## src/rtl/cpu_pkg.sv

```systemverilog
// Shared MIPS decode encodings: opcodes, functs, ALU/PC/writeback selects
// and the control bundle produced by the decoder.
package cpu_pkg;

  localparam logic [5:0] OP_RTYPE = 6'h00;
  localparam logic [5:0] OP_J     = 6'h02;
  localparam logic [5:0] OP_JAL   = 6'h03;
  localparam logic [5:0] OP_BEQ   = 6'h04;
  localparam logic [5:0] OP_BNE   = 6'h05;
  localparam logic [5:0] OP_ADDIU = 6'h09;
  localparam logic [5:0] OP_SLTI  = 6'h0A;
  localparam logic [5:0] OP_ANDI  = 6'h0C;
  localparam logic [5:0] OP_ORI   = 6'h0D;
  localparam logic [5:0] OP_LUI   = 6'h0F;
  localparam logic [5:0] OP_LW    = 6'h23;
  localparam logic [5:0] OP_SW    = 6'h2B;

  localparam logic [5:0] FN_SLL   = 6'h00;
  localparam logic [5:0] FN_SRL   = 6'h02;
  localparam logic [5:0] FN_JR    = 6'h08;
  localparam logic [5:0] FN_JALR  = 6'h09;
  localparam logic [5:0] FN_ADDU  = 6'h21;
  localparam logic [5:0] FN_SUBU  = 6'h23;
  localparam logic [5:0] FN_AND   = 6'h24;
  localparam logic [5:0] FN_OR    = 6'h25;
  localparam logic [5:0] FN_XOR   = 6'h26;
  localparam logic [5:0] FN_SLT   = 6'h2A;

  typedef enum logic [3:0] {
    ALU_ADD = 4'd0,
    ALU_SUB = 4'd1,
    ALU_AND = 4'd2,
    ALU_OR  = 4'd3,
    ALU_XOR = 4'd4,
    ALU_SLT = 4'd5,
    ALU_SLL = 4'd6,
    ALU_SRL = 4'd7,
    ALU_LUI = 4'd8
  } alu_op_e;

  typedef enum logic [2:0] {
    PC_SEQ  = 3'd0,
    PC_BEQ  = 3'd1,
    PC_BNE  = 3'd2,
    PC_JUMP = 3'd3,
    PC_JR   = 3'd4
  } pc_ctrl_e;

  typedef enum logic [1:0] {
    WB_ALU = 2'd0,
    WB_MEM = 2'd1,
    WB_PC8 = 2'd2
  } wb_sel_e;

  // uses_rs/uses_rt mark which sources the instruction really reads,
  // so the load-use check does not stall on don't-care fields.
  typedef struct packed {
    logic [4:0]  rs;
    logic [4:0]  rt;
    logic [4:0]  wr_reg;
    logic [31:0] imm;
    logic [4:0]  shamt;
    alu_op_e     alu_op;
    logic        alu_src_imm;
    logic        reg_wren;
    logic        mem_wren;
    logic        mem_rden;
    wb_sel_e     wb_sel;
    pc_ctrl_e    pc_ctrl;
    logic        illegal;
    logic        uses_rs;
    logic        uses_rt;
  } ctrl_t;

  function automatic logic [31:0] sext16(input logic [15:0] v);
    return {{16{v[15]}}, v};
  endfunction

endpackage

```

## src/rtl/instr_decode.sv

```systemverilog
// Purely combinational MIPS instruction decoder: instruction word in,
// control bundle out.
module instr_decode
  import cpu_pkg::*;
(
  input  logic [31:0] instr,
  output ctrl_t       ctrl
);

  logic [5:0] opcode;
  logic [5:0] funct;

  assign opcode = instr[31:26];
  assign funct  = instr[5:0];

  // Field extraction, per-opcode control, then illegal-encoding cleanup
  always_comb begin
    ctrl       = '0;
    ctrl.rs    = instr[25:21];
    ctrl.rt    = instr[20:16];
    ctrl.shamt = instr[10:6];
    ctrl.imm   = sext16(instr[15:0]);
    case (opcode)
      OP_RTYPE: begin
        ctrl.wr_reg   = instr[15:11];
        ctrl.reg_wren = 1'b1;
        ctrl.uses_rs  = 1'b1;
        ctrl.uses_rt  = 1'b1;
        case (funct)
          FN_ADDU: ctrl.alu_op = ALU_ADD;
          FN_SUBU: ctrl.alu_op = ALU_SUB;
          FN_AND:  ctrl.alu_op = ALU_AND;
          FN_OR:   ctrl.alu_op = ALU_OR;
          FN_XOR:  ctrl.alu_op = ALU_XOR;
          FN_SLT:  ctrl.alu_op = ALU_SLT;
          FN_SLL: begin
            ctrl.alu_op  = ALU_SLL;
            ctrl.uses_rs = 1'b0;
          end
          FN_SRL: begin
            ctrl.alu_op  = ALU_SRL;
            ctrl.uses_rs = 1'b0;
          end
          FN_JR: begin
            ctrl.reg_wren = 1'b0;
            ctrl.uses_rt  = 1'b0;
            ctrl.pc_ctrl  = PC_JR;
          end
          FN_JALR: begin
            ctrl.uses_rt = 1'b0;
            ctrl.pc_ctrl = PC_JR;
            ctrl.wb_sel  = WB_PC8;
          end
          default: ctrl.illegal = 1'b1;
        endcase
      end
      OP_ADDIU, OP_SLTI, OP_ANDI, OP_ORI, OP_LUI: begin
        ctrl.wr_reg      = instr[20:16];
        ctrl.reg_wren    = 1'b1;
        ctrl.alu_src_imm = 1'b1;
        ctrl.uses_rs     = (opcode != OP_LUI);
        case (opcode)
          OP_SLTI: ctrl.alu_op = ALU_SLT;
          OP_ANDI: begin
            ctrl.alu_op = ALU_AND;
            ctrl.imm    = {16'h0000, instr[15:0]};
          end
          OP_ORI: begin
            ctrl.alu_op = ALU_OR;
            ctrl.imm    = {16'h0000, instr[15:0]};
          end
          OP_LUI: begin
            ctrl.alu_op = ALU_LUI;
            ctrl.imm    = {instr[15:0], 16'h0000};
          end
          default: ctrl.alu_op = ALU_ADD;
        endcase
      end
      OP_LW: begin
        ctrl.wr_reg      = instr[20:16];
        ctrl.reg_wren    = 1'b1;
        ctrl.alu_src_imm = 1'b1;
        ctrl.mem_rden    = 1'b1;
        ctrl.wb_sel      = WB_MEM;
        ctrl.uses_rs     = 1'b1;
      end
      OP_SW: begin
        ctrl.alu_src_imm = 1'b1;
        ctrl.mem_wren    = 1'b1;
        ctrl.uses_rs     = 1'b1;
        ctrl.uses_rt     = 1'b1;
      end
      OP_BEQ, OP_BNE: begin
        ctrl.alu_op  = ALU_SUB;
        ctrl.pc_ctrl = (opcode == OP_BEQ) ? PC_BEQ : PC_BNE;
        ctrl.uses_rs = 1'b1;
        ctrl.uses_rt = 1'b1;
      end
      OP_J, OP_JAL: begin
        ctrl.imm     = {6'd0, instr[25:0]};
        ctrl.pc_ctrl = PC_JUMP;
        if (opcode == OP_JAL) begin
          ctrl.wr_reg   = 5'd31;
          ctrl.reg_wren = 1'b1;
          ctrl.wb_sel   = WB_PC8;
        end
      end
      default: ctrl.illegal = 1'b1;
    endcase
    if (ctrl.illegal) begin
      ctrl.reg_wren = 1'b0;
      ctrl.mem_wren = 1'b0;
      ctrl.mem_rden = 1'b0;
      ctrl.pc_ctrl  = PC_SEQ;
      ctrl.uses_rs  = 1'b0;
      ctrl.uses_rt  = 1'b0;
    end
    if (!ctrl.reg_wren) ctrl.wr_reg = 5'd0;
  end

endmodule

```

## src/rtl/decode_stage.sv

```systemverilog
// Decode stage: instruction queue from fetch, combinational decode of the
// head, load-use stall, and a registered output bundle to execute.
module decode_stage
  import cpu_pkg::*;
#(
  parameter int PC_W  = 32,
  parameter int DEPTH = 4
) (
  input  logic            clk,
  input  logic            rst_n,
  input  logic            flush,
  input  logic            in_valid,
  output logic            in_ready,
  input  logic [31:0]     in_instr,
  input  logic [PC_W-1:0] in_pc,
  input  logic            ex_load_valid,
  input  logic [4:0]      ex_load_rt,
  output logic            out_valid,
  input  logic            out_ready,
  output logic [PC_W-1:0] out_pc,
  output logic [4:0]      out_rs,
  output logic [4:0]      out_rt,
  output logic [4:0]      out_wr_reg,
  output logic [31:0]     out_imm,
  output logic [4:0]      out_shamt,
  output logic [3:0]      out_alu_op,
  output logic            out_alu_src_imm,
  output logic            out_reg_wren,
  output logic            out_mem_wren,
  output logic            out_mem_rden,
  output logic [1:0]      out_wb_sel,
  output logic [2:0]      out_pc_ctrl,
  output logic            out_illegal
);

  localparam int PTR_W = $clog2(DEPTH);
  localparam int CNT_W = $clog2(DEPTH + 1);

  logic [31:0]     instr_q [DEPTH];
  logic [PC_W-1:0] pc_q    [DEPTH];
  logic [PTR_W-1:0] wr_ptr, rd_ptr;
  logic [CNT_W-1:0] count;

  logic  full, empty, push, load, hazard;
  ctrl_t head_ctrl, out_ctrl;

  assign full     = (count == CNT_W'(DEPTH));
  assign empty    = (count == '0);
  assign in_ready = !full && !flush;
  assign push     = in_valid && in_ready;

  instr_decode u_decode (
    .instr (instr_q[rd_ptr]),
    .ctrl  (head_ctrl)
  );

  assign hazard = ex_load_valid && (ex_load_rt != 5'd0) &&
                  ((head_ctrl.uses_rs && (head_ctrl.rs == ex_load_rt)) ||
                   (head_ctrl.uses_rt && (head_ctrl.rt == ex_load_rt)));

  assign load = !empty && (!out_valid || out_ready) && !hazard && !flush;

  // Queue storage: written on push, no reset needed
  always_ff @(posedge clk) begin
    if (push) begin
      instr_q[wr_ptr] <= in_instr;
      pc_q[wr_ptr]    <= in_pc;
    end
  end

  // Queue pointers and occupancy
  always_ff @(posedge clk or negedge rst_n) begin
    if (!rst_n) begin
      wr_ptr <= '0;
      rd_ptr <= '0;
      count  <= '0;
    end else if (flush) begin
      wr_ptr <= '0;
      rd_ptr <= '0;
      count  <= '0;
    end else begin
      if (push) wr_ptr <= wr_ptr + 1'b1;
      if (load) rd_ptr <= rd_ptr + 1'b1;
      case ({push, load})
        2'b10:   count <= count + 1'b1;
        2'b01:   count <= count - 1'b1;
        default: count <= count;
      endcase
    end
  end

  // Output register: load decoded head, drop valid after handshake
  always_ff @(posedge clk or negedge rst_n) begin
    if (!rst_n) begin
      out_valid <= 1'b0;
      out_pc    <= '0;
      out_ctrl  <= '0;
    end else if (flush) begin
      out_valid <= 1'b0;
    end else if (load) begin
      out_valid <= 1'b1;
      out_pc    <= pc_q[rd_ptr];
      out_ctrl  <= head_ctrl;
    end else if (out_ready) begin
      out_valid <= 1'b0;
    end
  end

  assign out_rs          = out_ctrl.rs;
  assign out_rt          = out_ctrl.rt;
  assign out_wr_reg      = out_ctrl.wr_reg;
  assign out_imm         = out_ctrl.imm;
  assign out_shamt       = out_ctrl.shamt;
  assign out_alu_op      = out_ctrl.alu_op;
  assign out_alu_src_imm = out_ctrl.alu_src_imm;
  assign out_reg_wren    = out_ctrl.reg_wren;
  assign out_mem_wren    = out_ctrl.mem_wren;
  assign out_mem_rden    = out_ctrl.mem_rden;
  assign out_wb_sel      = out_ctrl.wb_sel;
  assign out_pc_ctrl     = out_ctrl.pc_ctrl;
  assign out_illegal     = out_ctrl.illegal;

endmodule

```

## config.mk

```make
export PLATFORM = sky130hd
export DESIGN_NAME = decode_stage
export DESIGN_NICKNAME = d
export VERILOG_FILES = /design/src/rtl/cpu_pkg.sv /design/src/rtl/instr_decode.sv /design/src/rtl/decode_stage.sv
export SDC_FILE = /design/constraint.sdc
export NUM_CORES = 1
export LEC_CHECK = 0
export ABC_CLOCK_PERIOD_IN_PS = 4000
export CORE_ASPECT_RATIO = 1.75
export CORE_MARGIN = 3
export CORE_UTILIZATION = 50
export DETAILED_ROUTE_END_ITERATION = 8
export PLACE_DENSITY = 0.76
export SYNTH_ARGS = -nofsm -noshare
export SYNTH_HDL_FRONTEND = slang
export SYNTH_SLANG_ARGS = --single-unit
```

## constraint.sdc

```tcl
create_clock -name clk -period 4 [get_ports clk]
set_clock_uncertainty 0.2 [all_clocks]
set_input_delay 0.8 -clock clk [delete_from_list [all_inputs] [get_ports clk]]
set_output_delay 0.8 -clock clk [all_outputs]
set_load 0.02 [all_outputs]
```

Word level (Yosys, flattened, before mapping)
Memories as Yosys holds them, arrays and structs flattened. A register that Yosys moved wholly into a read port is not among the register bits.
Cells that the tools add are included.
{"block": "totals", "ff_bits": 74, "ramBits": 256, "elab_cells": 128, "mem_count": 2}
{"name": "instr_q", "words": 4, "width": 32, "read_ports": 1, "rd_clocked_by_memory_dff": 0, "wr": 1, "line": "decode_stage.sv:39", "source": "logic [31:0] instr_q [DEPTH];"}
{"name": "pc_q", "words": 4, "width": 32, "read_ports": 1, "rd_clocked_by_memory_dff": 1, "wr": 1, "line": "decode_stage.sv:40", "source": "logic [PC_W-1:0] pc_q [DEPTH];"}
{"block": "op_classes", "n_addsub": 4, "eq_ne": 26, "mux": 40, "n_bitwise": 1, "n_reduce_logical": 38}
{"cell": "$pmux 32 s2", "count": 2}
{"cell": "$eq 6x6->1 const B", "count": 8}
{"cell": "$eq 6x4->1 const B", "count": 7}
{"cell": "$pmux 3 s7", "count": 1}
{"cell": "$eq 6x2->1 const B", "count": 3}
{"cell": "$mux 2", "count": 8}
{"cell": "$pmux 4 s4", "count": 1}
{"cell": "$pmux 5 s3", "count": 1}
{"cell": "$mux 1", "count": 13}
{"cell": "$eq 6x3->1 const B", "count": 2}
{"cell": "$logic_not 6->1", "count": 2}
{"cell": "$mux 3", "count": 4}
{"cell": "$pmux 4 s3", "count": 1}
{"cell": "$reduce_or 11->1", "count": 1}
{"cell": "$eq 5x5->1", "count": 2}
{"cell": "$mux 5", "count": 2}
{"cell": "$reduce_or 10->1", "count": 1}
{"cell": "$reduce_or 2->1", "count": 5}
{"cell": "$logic_and 1x1->1", "count": 9}
{"cell": "$pmux 3 s3", "count": 1}
{"cell": "$reduce_or 7->1", "count": 1}
{"cell": "$logic_not 1->1", "count": 6}
{"cell": "$ne 6x4->1 const B", "count": 1}
{"cell": "$pmux 1 s3", "count": 2}
{"cell": "20 further kinds", "count": 25}

Logic depth before layout (Yosys ltp)
Gate-level depths: netlist of the first run.
An unclocked memory read counts as a cell.
{"block": "depth", "ltp_word": 15, "mapped_depth": 15, "ltp_nobuf": 11}

Modules after synthesis
Synthesis of the first run repeated with hierarchy kept, for this count alone.
{"block": "hier_totals", "cells_unflattened": 800, "hier_area_um2": 14791.7}
{"module": "decode_stage", "instances": 1, "cells_per_inst": 614, "area_each_um2": 13564.3}
{"module": "instr_decode", "instances": 1, "cells_per_inst": 186, "area_each_um2": 1227.4}

Least setup slack after synthesis of the first run
No wires, ideal clock.
{"block": "synth_timing", "kind": "flip-flop to flip-flop", "startpoint": "reg rd_ptr[0]", "endpoint": "reg count[2]", "setup_ns": 0.125, "arrival_ns": 3.700, "required_ns": 3.675, "setup_slack_ns": -0.025, "path_stages_with_launch": 15, "path_buffers": 3, "period_less_slack_ns": 4.025, "cell_sequence": "dfrtp_1 > buf_6 > buf_6 > mux4_2 > and3_1 > or4_1 > nand4_1 > a31oi_1 > a21oi_4 > clkbuf_1 > nor3_1 > fa_1 > and3_1 > mux2i_1 > mux2_2"}
{"block": "synth_via", "elab_chain_len": 15}
{"element": "start: declaration", "line": "decode_stage.sv:41", "source": "logic [PTR_W-1:0] wr_ptr, rd_ptr;"}
{"element": "start signal: assignment", "line": "decode_stage.sv:83", "source": "if (load) rd_ptr <= rd_ptr + 1'b1;"}
{"element": "$mem_v2 4x32 *"}
{"element": "$eq 6x6->1, or another cell as far along", "line": "instr_decode.sv:29", "source": "case (funct)"}
{"element": "$reduce_or 10->1 (no line) or $reduce_or 2->1 (tied branches)"}
{"element": "$mux 1", "line": "instr_decode.sv:29"}
{"element": "$pmux 1 s2 or $pmux 1 s3 (tied branches)", "line": "instr_decode.sv:23", "source": "case (opcode)"}
{"element": "$mux 2", "line": "instr_decode.sv:110", "source": "if (ctrl.illegal) begin"}
{"element": "$logic_and 1x1->1, on equally long branches", "line": "decode_stage.sv:58, decode_stage.sv:59"}
{"element": "$logic_or 1x1->1 *", "line": "decode_stage.sv:58", "source": "((head_ctrl.uses_rs && (head_ctrl.rs == ex_load_rt)) ||"}
{"element": "$logic_and 1x1->1 *", "line": "decode_stage.sv:57", "source": "assign hazard = ex_load_valid && (ex_load_rt != 5'd0) &&"}
{"element": "$logic_not 1->1 *", "line": "decode_stage.sv:61", "source": "assign load = !empty && (!out_valid || out_ready) && !hazard && !flush;"}
{"element": "$logic_and 1x1->1 * (2 in a row)", "line": "decode_stage.sv:61"}
{"element": "$eq 2x1->1 or $eq 2x2->1 (tied branches)", "line": "decode_stage.sv:84", "source": "case ({push, load})"}
{"element": "$pmux 3 s2", "line": "decode_stage.sv:84"}
{"element": "$mux 3", "line": "decode_stage.sv:77", "source": "end else if (flush) begin"}
{"element": "end signal: assignment", "line": "decode_stage.sv:85", "source": "2'b10: count <= count + 1'b1;"}
{"element": "end signal: assignment", "line": "decode_stage.sv:86", "source": "2'b01: count <= count - 1'b1;"}
{"element": "end signal: assignment", "line": "decode_stage.sv:87", "source": "default: count <= count;"}
{"element": "end: declaration", "line": "decode_stage.sv:42", "source": "logic [CNT_W-1:0] count;"}
Mark *: on every way between the ends. The rest lies on a longest branch, timed or not.
A chain may end at the register's enable or synchronous reset.

Worst setup path after layout of the first run
Ends and elaborated chain as after synthesis.

==> results.py, run 1 <==
metrics = {
    "synthesis": {
        "synth_area_leaders": "edfxtp_1 53%, dfrtp_1 18%, mux4_2 10%",
        "ys_async_sr_fraction_pct": 29.3,
        "synth_warnings": 0,
        "yosysMostFrequentCell": "edfxtp_1",
        "post_synth_inst_count": 790,
        "ys_seq_elements": 362,
        "syn_area_per_cell_um2": 18.3,
        "synthDistinctLibCells": 54,
        "syn_nets": 870,
        "syn_area_um2": 14400,
        "synth_top_area_share_pct": 53.3,
        "yosys-top-cells-count": "256 x edfxtp_1, 106 x dfrtp_1, 64 x mux4_2",
        "ys_seq_area_share_pct": 71.7,
        "yosysTopAreaCell": "edfxtp_1",
        "synth_edf_count": 256,
        "synth_flop_cell": "edfxtp_1",
    },
    "critical_path": {
        "startpoint": "rd_ptr[0]",
        "r2r-start": "rd_ptr[0]",
        "required_ns": 4.24,
        "cp-end-kind": "register",
        "worstSetupPathType": "register to register",
        "rrSetupSlack_ns": 0.14,
        "arrival_ns": 4.10,
        "cp-start-kind": "register",
        "cp_max_fo": 8,
    },
    "clock_tree": {
        "clk_latency_ns": 0.56,
        "cts_buffers": 31,
        "cts_buffer_depth": 3,
        "clockRootBuffer": "clkbuf_16",
        "cts_tree": "built",
        "clkTransAtPathRegs_ns": 0.06,
        "cts.sinks": 362,
        "cts_max_level": 1,
    },
    "routing": {
        "num_vias": 8029,
        "drt_first_pass_iters": 5,
        "wl_per_cell_um": 22.5,
        "drt_iter0_drc": 589,
        "vias_per_cell": 5.71,
        "wl_um": 31600,
        "drc": 0,
        "ant_nets": 0,
    },
    "timing": {
        "worst_pin_slew_ns": 1.05,
        "setup_viol": 0,
        "relSlewSlack_pct": 29.7,
        "finalHoldViolations": 0,
        "finalCritPeriodShare_pct": 96.4,
        "whs_ns": 0.0719,
        "report.final.slew_viol_count": 0,
        "fmax_ghz": 0.259,
        "rsz0062_at_grt": "false",
        "period_needed_ns": 3.86,
        "tns_ns": 0,
    },
    "global_routing": {
        "grt_pass1_wl_um": 49100,
        "grt_max_degree": 65,
        "grt_antenna_before_repair": 3,
        "track_usage_pct": 20.6,
        "grt-ovfl-total": 0,
        "grt_pass1_vias": 8689,
    },
    "floorplan": {
        "die_area_um2": 31000,
        "rows": 81,
        "core_area_um2": 28200,
        "die_x_um": 134,
        "die_h_um": 231,
        "initial_core_util_pct": 51.2,
        "io_pins": 175,
    },
    "layout": {
        "reg_top3": "instr_q x128, pc_q x128",
        "nets": 1087,
        "fin_area_um2": 18000,
        "drive_gt1_share_pct": 21.3,
        "syn2layout_area_growth_pct": 25.1,
    },
    "place": {
        "port_buffers": 174,
        "place_area_um2": 16900,
        "dp_hpwl_um": 20900,
        "place_congestion": 0.958,
    },
    "worst_hold_path": {
        "hp-class": "primary input to asynchronous set/reset pin",
    },
    "outcome": {
        "status": "finished clean",
    },
    "power": {
        "powerDensity_nw_per_um2": 722,
        "leakage_nw": 6.45,
        "irDropWorstVdd_mv": 0.454,
    },
    "run": {
        "maxCapViolCount": 0,
    },
}
kinds of logic (layout without fill, tap and decap cells):
group                      Yosys count  in the layout  synth area share, %
buffers and inverters               62            303                 2.11
xor gates and xnor gates            12             12                0.728
other                                0              2                    0
DFF                                362            362                 71.7
muxes                              153            153                 16.8
and+or+nand+nor                    109            109                 3.85
adders and majority gates            5              5                0.486
AOI/OAI and AO/OA                   87             87                 4.33
metrics by stage:
| stage | power (mW) | std cells | utilization (%) | worst slack (ns) |
|---|---|---|---|---|
| 2_1_floorplan | 7.97 | 790 | - | 0.0654 |
| 3_3_place_gp | 9.90 | 1336 | 60.0 | 0.156 |
| 3_5_place_dp | 10.0 | 1336 | 60.0 | 0.0989 |
| 4_1_cts | 13.0 | 1393 | 63.7 | 0.0851 |
| 5_1_grt | 13.6 | 1406 | 64.1 | 0.00195 |
| 6_report | 13.0 | 1406 | 64.1 | 0.144 |
report_power, final:
part | switching [mW] | internal, mW | total, mW
Clock | 1.25 | 1.77 | 3.02
Combinational | 2.55 | 2.43 | 4.98
Sequential | 0.349 | 4.68 | 5.03
Total | 4.15 | 8.88 | 13.0
timing repair:
action                     in CTS  in global routing
hold buffers                    0                  0
buffers inserted                0                 11
gates resized for setup         0                  7
setup endpoints to repair       0                 39
cell type report:
cell class              instances  area [um2]
clock buffers                  43         871
flip-flops and latches        362       10300
fillers                      2056       10100
well taps                     373         467
clock inverters                14         165
inverters                      15        56.3
diodes                          2        5.00
multi-input cells             366        3820
repair buffers                231        2320
routing by layer:
metal | vias to the layer above | GRT usage [%] | share of wire (%)
li1 | 3543 | - | -
met1 | 4107 | 23.0 | 36
met2 | 290 | 38.7 | 55
met3 | 87 | 3.23 | 5.2
met4 | 2 | 8.60 | 4.5
met5 | - | 0 | 0.041
final timing paths:
kind	endpoint	depth (start not counted)
setup / recovery	count[2]	13
hold / removal	out_imm[8]	1
setup reg to reg	count[2]	13
hold reg to reg	out_imm[21]	1
max in group asynchronous	out_pc_ctrl[1]	2
min in group clk	out_imm[21]	1
critical path, cell delays in order, from the launching register on:
cell	delay, ns
dfrtp_4	0.50
buf_8	0.16
buf_4	0.12
mux4_2	0.50
and3_1	0.17
or4_1	0.47
nand4_1	0.14
a31oi_1	0.14
a21oi_4	0.22
nor3_1	0.08
fa_1	0.38
and3_1	0.15
mux2i_1	0.15
mux2_2	0.35
layout by cell type (no fill, tap or decap), drive strengths merged, types with 4 or more instances in the layout:
cell type      netlist  routed
ha                   4       4
nor2                24      24
xor2                 7       7
xnor2                5       5
bufinv               0       4
buf                 18      58
a221o               10      10
mux2i               11      11
o31ai               15      15
nor4                 5       5
nor3                10      10
nand2b               9       9
edfxtp             256     256
clkbuf              29      43
mux4                64      64
mux2                78      78
nor2b                6       6
clkdlybuf4s50        0     173
nand2               29      29
dfrtp              106     106
a21oi               16      16
o21ai               19      19
clkinv               0      10
inv                 15      15
a222oi               5       5
and3                10      10
Power figures use the tool's default switching activity.
==> inputs of run 2 (changes only) <==
--- a/config.mk
+++ b/config.mk
@@ -8,9 +8,10 @@
 export ABC_CLOCK_PERIOD_IN_PS = 4000
 export CORE_ASPECT_RATIO = 1.75
 export CORE_MARGIN = 3
-export CORE_UTILIZATION = 50
+export CORE_UTILIZATION = 40
 export DETAILED_ROUTE_END_ITERATION = 8
-export PLACE_DENSITY = 0.76
+export PLACE_DENSITY = 0.63
+export SLEW_MARGIN = 20
 export SYNTH_ARGS = -nofsm -noshare
 export SYNTH_HDL_FRONTEND = slang
 export SYNTH_SLANG_ARGS = --single-unit
==> run 2 against run 1 <==
- die area increased by 24%
- via count decreased by 1.6%
- critical path depth decreased by 2
- final cell count increased by 5.6%
- critical endpoint unchanged
- non-clock buffer count decreased by 13
- design area increased by 0.24%
- largest power group unchanged
==> results.py, run 2 (synthesized netlist as in run 1, its figures left out) <==
metrics = {
    "floorplan": {
        "die_area_um2": 38500,
        "io_pins": 175,
        "rows": 91,
        "die_x_um": 150,
        "die_h_um": 257,
        "initial_core_util_pct": 40.7,
        "core_area_um2": 35400,
    },
    "layout": {
        "fin_area_um2": 18100,
        "syn2layout_area_growth_pct": 25.4,
        "nets": 1074,
        "nFillCells": 2888,
        "drive_gt1_share_pct": 20.5,
        "final_cell_mix": "256 x edfxtp_1, 173 x clkdlybuf4s50_1, 104 x dfrtp_1",
        "stdcell_count": 1485,
        "reg_top3": "instr_q x128, pc_q x128",
        "post-route-util_pct": 51.1,
        "layout_commonest_cell": "edfxtp_1",
    },
    "critical_path": {
        "cp-start-kind": "register",
        "path_buf_inv": 0,
        "cp_max_fo": 14,
        "worstSetupPathType": "register to register",
        "worst-path-stages": 11,
        "r2r_cells": 11,
        "crit_family": "compound AO/OA/AOI/OAI gates",
        "rrSetupSlack_ns": 0.11,
        "cp-end-kind": "register",
        "r2r-start": "rd_ptr[0]",
        "required_ns": 4.27,
        "max_stage_delay_ns": 0.67,
        "arrival_ns": 4.15,
        "timing.rr.end": "count[2]",
        "path_cells": "mux4_2, a21bo_2, a221oi_1, o21ai_0, a31oi_1, a21oi_4, nor3_1, fa_1, and3_1, mux2i_1, mux2_2",
        "cpMaxStageDelayCell": "mux4_2",
    },
    "clock_tree": {
        "clk_latency_ns": 0.58,
        "cts_resized": 0,
        "post_cts_buffers": 0,
        "cts_buffers": 31,
        "hold_buffers": 0,
        "cts_tree": "built",
        "cts_buffer_depth": 3,
        "cts_max_level": 1,
        "cts.sinks": 362,
        "clockRootBuffer": "clkbuf_16",
        "clkTransAtPathRegs_ns": 0.07,
    },
    "routing": {
        "drt_first_pass_iters": 5,
        "drc": 0,
        "num_vias": 7903,
        "drt_iter0_drc": 344,
        "vias_per_cell": 5.32,
        "wl_um": 33600,
        "ant_nets": 0,
        "wl_per_cell_um": 22.6,
    },
    "timing": {
        "finalHoldViolations": 0,
        "period_needed_ns": 3.89,
        "tns_ns": 0,
        "report.final.slew_viol_count": 0,
        "worst_pin_slew_ns": 0.841,
        "setup_viol": 0,
        "finalCritPeriodShare_pct": 97.2,
        "relSlewSlack_pct": 44.0,
        "rsz0062_at_grt": "false",
        "fmax_ghz": 0.257,
    },
    "place": {
        "place_inst": 1426,
        "dp_hpwl_um": 22300,
        "place_congestion": 0.862,
        "place_area_um2": 17000,
        "port_buffers": 174,
    },
    "global_routing": {
        "grt-ovfl-total": 0,
        "track_usage_pct": 17.5,
        "grt_antenna_before_repair": 2,
        "grt_pass1_vias": 8518,
        "grt_pass1_wl_um": 51100,
        "grt_max_degree": 57,
    },
    "run": {
        "maxCapViolCount": 0,
    },
    "power": {
        "irDropWorstVdd_mv": 0.449,
        "powerDensity_nw_per_um2": 724,
        "leakage_nw": 6.39,
    },
    "worst_hold_path": {
        "hp-class": "primary input to asynchronous set/reset pin",
    },
    "outcome": {
        "status": "finished clean",
    },
}
==> run 2: layout make-up <==
cell class                      instances  area, um2  area share, %
Multi-Input combinational cell        366       3820           21.1
Timing Repair Buffer                  218       2200           12.2
Antenna cell                            1       2.50         0.0138
Clock buffer                           40        840           4.64
Sequential cell                       362      10300           57.2
Inverter                               15       56.3          0.311
Tap cell                              465        582           3.22
Clock inverter                         18        250           1.38
==> run 2: power breakdown <==
part           internal [mW]  switching (mW)  total, mW
registers               4.68           0.400       5.08
clock network           1.87            1.35       3.22
logic                   2.31            2.49       4.80
total                   8.86            4.24       13.1
==> run 2: worst max path at each step <==
stage                          from       end  slack (ns)
after floorplan           rd_ptr[0]  count[2]        0.07
after global placement    rd_ptr[0]  count[2]        0.19
after detailed placement  rd_ptr[0]  count[2]        0.14
after CTS                 rd_ptr[0]  count[2]        0.12
after global routing      rd_ptr[0]  count[2]        0.03
final                     rd_ptr[0]  count[2]        0.11
==> run 2: through the flow <==
stage / total power, mW / hold WS (ns) / setup WS [ns]
finish: 13.1 / 0.108 / 0.114
CTS: 13.3 / 0.131 / 0.124
floorplan: 7.97 / 0.304 / 0.0654
detailed placement: 10.0 / 0.276 / 0.139
global placement: 9.96 / 0.269 / 0.187
global route: 13.7 / 0.152 / 0.0290
==> run 2: routing by layer <==
layer	global-route usage (%)	wire, um	up-vias
met5	0	0	-
met4	6.13	1040	0
met3	3.17	1700	61
met2	32.5	18300	221
met1	19.9	12500	4100
li1	-	-	3521
